==> src/rtl/icon_bitmap_loader.sv <==
// Icon bitmap write path: packs CPU bus words into icon rows and stores them in an
// orientation-banked row RAM, with a registered read port for the renderer.
module icon_bitmap_loader #(
    parameter int unsigned ROWS   = 16,
    parameter int unsigned BPP    = 4,
    parameter int unsigned WORD_W = 32,
    parameter int unsigned BANKS  = 4
) (
    input  logic                       clock,
    input  logic                       reset,
    input  logic                       start,
    input  logic [$clog2(BANKS)-1:0]   start_bank,
    input  logic                       abort,
    input  logic                       wr_valid,
    input  logic [WORD_W-1:0]          wr_data,
    output logic                       wr_ready,
    output logic                       busy,
    output logic                       done,
    input  logic [$clog2(BANKS)-1:0]   rd_bank,
    input  logic [$clog2(ROWS)-1:0]    rd_row,
    output logic [ROWS*BPP-1:0]        rd_data
);

    localparam int unsigned ROW_W = ROWS * BPP;
    localparam int unsigned WPR   = ROW_W / WORD_W;
    localparam int unsigned WW    = (WPR > 1) ? $clog2(WPR) : 1;
    localparam int unsigned BW    = $clog2(BANKS);
    localparam int unsigned RW    = $clog2(ROWS);

    typedef enum logic [1:0] {
        IDLE,
        RECV,
        COMMIT
    } state_t;

    state_t            state;
    state_t            next_state;
    logic [BW-1:0]     bank;
    logic [RW-1:0]     row;
    logic [WW-1:0]     word;
    logic [ROW_W-1:0]  row_buf;
    logic              last_row;
    logic              mem_we;

    // Row storage; not reset, contents survive a loader reset.
    logic [ROW_W-1:0]  mem [BANKS*ROWS];

    assign last_row = (row == RW'(ROWS - 1));
    assign mem_we   = (state == COMMIT) && !abort;

    always_ff @(posedge clock or posedge reset) begin
        if (reset) begin
            state <= IDLE;
        end else begin
            state <= next_state;
        end
    end

    always_comb begin
        next_state = state;
        if (abort) begin
            next_state = IDLE;
        end else begin
            case (state)
                IDLE:    if (start) next_state = RECV;
                RECV:    if (wr_valid && word == WW'(WPR - 1)) next_state = COMMIT;
                COMMIT:  next_state = last_row ? IDLE : RECV;
                default: next_state = IDLE;
            endcase
        end
    end

    always_comb begin
        wr_ready = (state == RECV);
        busy     = (state != IDLE);
        done     = (state == COMMIT) && last_row && !abort;
    end

    // Abort suppresses every datapath update, so a discarded row leaves no trace.
    always_ff @(posedge clock or posedge reset) begin
        if (reset) begin
            bank    <= '0;
            row     <= '0;
            word    <= '0;
            row_buf <= '0;
        end else if (!abort) begin
            case (state)
                IDLE: begin
                    if (start) begin
                        bank <= start_bank;
                        row  <= '0;
                        word <= '0;
                    end
                end
                RECV: begin
                    if (wr_valid) begin
                        for (int unsigned w = 0; w < WPR; w++) begin
                            if (word == WW'(w)) begin
                                row_buf[ROW_W-1-w*WORD_W -: WORD_W] <= wr_data;
                            end
                        end
                        if (word != WW'(WPR - 1)) begin
                            word <= word + WW'(1);
                        end
                    end
                end
                COMMIT: begin
                    word <= '0;
                    if (!last_row) begin
                        row <= row + RW'(1);
                    end
                end
                default: ;
            endcase
        end
    end

    always_ff @(posedge clock) begin
        if (mem_we) begin
            mem[{bank, row}] <= row_buf;
        end
    end

    always_ff @(posedge clock or posedge reset) begin
        if (reset) begin
            rd_data <= '0;
        end else begin
            rd_data <= mem[{rd_bank, rd_row}];
        end
    end

endmodule

==> config.mk <==
export PLATFORM = sky130hd
export DESIGN_NAME = icon_bitmap_loader
export DESIGN_NICKNAME = d
export VERILOG_FILES = /design/src/rtl/icon_bitmap_loader.sv
export SDC_FILE = /design/constraint.sdc
export NUM_CORES = 2
export LEC_CHECK = 0
export ABC_AREA = 1
export CELL_PAD_IN_SITES_DETAIL_PLACEMENT = 1
export CELL_PAD_IN_SITES_GLOBAL_PLACEMENT = 1
export CORE_MARGIN = 4
export CORE_UTILIZATION = 30
export DETAILED_ROUTE_END_ITERATION = 16
export PLACE_DENSITY_LB_ADDON = 0.05
export RECOVER_POWER = 50
export SYNTH_ARGS = -nofsm -noshare
export SYNTH_HDL_FRONTEND = slang
export SYNTH_SLANG_ARGS = --single-unit
==> constraint.sdc <==
create_clock -name clock -period 15.18 [get_ports clock]
set_clock_uncertainty 0.05 [all_clocks]
set_input_delay 4.554 -clock clock [delete_from_list [all_inputs] [get_ports clock]]
set_output_delay 4.554 -clock clock [all_outputs]
set_load 0.02 [all_outputs]
==> run_results.csv <==
group,metric,value,unit
sta,slew_violations,4347,
clock_network,clkTransAtPathRegs,0.05,ns
layout,multi_input_area,0.0373,mm2
clock_network,ctsHoldBuffers,0,
clock_network,numCtsBuffers,524,
clock_network,cts-root-buf,"clkbuf_16",
die,std_cell_rows,274,
critical_path,max_stage_delay,0.63,ns
yosys,ys_seq_area_frac,0.751,
critical_path,cp_cell_sequence,"dlygate4sd3_1, inv_1, nand2_1, nor2_1, clkdlybuf4s50_1",
critical_path,endpoint_kind,"output pin",
yosys,ys.warnings.count,0,
clock_network,cts_tree,"built",
status,outcome,"finished, violations left",
clock_network,ctsResizeCount,0,
critical_path,worst_ep_required_time,10.58,ns
sta,fmax,93.5,MHz
clock_network,postCtsSetupBuffers,0,
yosys,syn_area,0.168,mm2
route,drt_first_pass_iters,6,
power_and_ir_drop,p_per_area,155,mW/mm2
layout,areaGrowthSynthToFinish,14.8,%
yosys,avgSynthCellArea,12.3,um2
sta,finalSetupTns,0,ns
route,vias,112866,
layout,stdcell_count,21614,
global_routing,first_global_vias,115962,
die,ioPinCount,112,
layout,final_cell_mix,"nand2_1, edfxtp_1, nand3_1",
layout,nNetsFinal,13797,
sta,fin_crit,10.69,ns
placed_design,dp_cells,20677,
die,core_area,0.558,mm2
die,die-height,757,um
flow_run,cap_viol_max_count,69,
status,violations,"capacitance limit, slew limit",
sta,finalHoldViolCount,0,
clock_network,cts_sinks,4233,
critical_path,crit_type,"in -> out",
global_routing,grt_overflow,0,
route,drtIter0Drc,10387,
global_routing,grt_max_degree,192,
critical_path,critPathSlowestCell,"clkdlybuf4s50_1",
critical_path,crit_path_start_kind,"primary input",
die,dieArea,0.573,mm2
clock_network,htree_levels,6,
layout,regArea,0.126,mm2
die,dieWidth,757,um
placed_design,gp_congestion,0.740,
layout,fillers,59328,
sta,rsz0062_at_grt,"false",
die,start_util,0.302,
yosys,yosys_register_bits,4233,
route,drc,0,
global_routing,track_usage,0.237,
placed_design,port_buffers,111,
layout,drive_gt1_frac,0.0737,
yosys,synth_top_area_cell,"edfxtp_1",
sta,post-route-period-util,0.704,
power_and_ir_drop,p_leak,0.0672,uW
placed_design,hpwl,343,mm
yosys,post-synth-top-area-fraction,0.730,
global_routing,grt_first_pass_wirelength,955,mm
clock_network,clk_latency,1.08,ns
min_path,min_path_type,"reg -> reg",
critical_path,worst-path-max-fanout,3,
route,wire_per_inst,32.1,um
yosys,synthesis.nets,13741,
yosys,synthTopCellsByArea,"edfxtp_1, nand3_1, nand2_1",
sta,setup_viol,0,
route,vias_per_cell,5.22,
yosys,synth_cell_type_count,20,
critical_path,worstPathArrival,6.09,ns
route,finalWirelength,693,mm
clock_network,cts_buffer_depth,4,
power_and_ir_drop,vdd.ir_drop.worst,0.139,mV
sta,max-slew-margin-rel,-1.79,
sta,worst_pin_slew,4.18,ns
yosys,syn_inst,13695,
layout,layout_commonest_cell,"nand2_1",
power_and_ir_drop,total_power,30100,uW
route,ant_nets,0,
global_routing,antenna_found_initial,46,
==> metal layers <==
layer | vias up | share of wire | global-route usage
met5 | - | 0.000062 | 0
met4 | 6 | 0.025 | 0.0555
met3 | 838 | 0.044 | 0.0255
met2 | 2740 | 0.48 | 0.399
met1 | 60323 | 0.45 | 0.329
li1 | 48959 | - | -
==> report_power, final <==
part	switching, uW	internal, uW
Combinational	2240	403
Clock	5040	6930
Sequential	613	14800
Total	7890	22200
==> registers in the layout (all words and copies together) (netlist names) <==
signal	cells
bank	2
mem	4096
rd_data	64
row	4
row_buf	64
state	2
word	1
==> final cells by class <==
type                    count  share of cell area
flip-flops and latches   4233               0.654
multi-input cells        8503               0.193
clock buffers             706              0.0743
well taps                7452              0.0482
repair buffers            436              0.0200
clock inverters           221             0.00903
inverters                  53             0.00137
diodes                     10            0.000129
==> synth_stat cells, drive strengths merged <==
library cell and number:
nand2 4462, dfrtp 137, ha 1, nor2 103
edfxtp 4096, buf 759, nand4 7, inv 53
nand3 3854, nor3 2, clkbuf 147, o21ai 39
a21oi 35
==> critical path, delay by kind of cell <==
family	cells	cell delay, ns
AND/OR/NAND/NOR	2	0.24
buffers and inverters	3	1.30
==> kinds of logic (layout without fill, tap and decap cells) <==
logic type                 count (synthesis)  in the layout  synth area share
other                                      0             10                 0
DFF                                     4233           4233             0.751
and+or+nand+nor                         8428           8428             0.217
AOI/OAI and AO/OA                         74             74           0.00220
adders and majority gates                  1              1         0.0000743
buffers and inverters                    959           1416            0.0302
==> path summary, 6_finish.rpt <==
kind	slack, ns	from	end	depth (start not counted)
min	0.44	row_buf[37]$_DFFE_PP0P_	row_buf[37]$_DFFE_PP0P_	2
max in group asynchronous	5.60	reset	row_buf[31]$_DFFE_PP0P_	3
max reg2reg	9.63	state[1]$_DFFE_PP0P_	mem[51][35]$_DFFE_PP_	8
min in group asynchronous	5.05	reset	rd_data[46]$_DFF_PP0_	2
min reg2reg	0.44	row_buf[37]$_DFFE_PP0P_	row_buf[37]$_DFFE_PP0P_	2
max	4.49	abort	done	5
==> through the flow <==
stage / hold WS (ns) / setup slack, ns / area, um2 / utilization
after floorplan: 0.437 / 5.61 / 168000 / -
after global placement: 0.424 / 4.51 / 178000 / 0.318
after detailed placement: 0.430 / 4.59 / 178000 / 0.318
after CTS: 0.444 / 4.59 / 194000 / 0.347
after global routing: 0.460 / 4.40 / 193000 / 0.346
final: 0.441 / 4.49 / 193000 / 0.346
No activity file was read; power rests on OpenSTA's default activity.
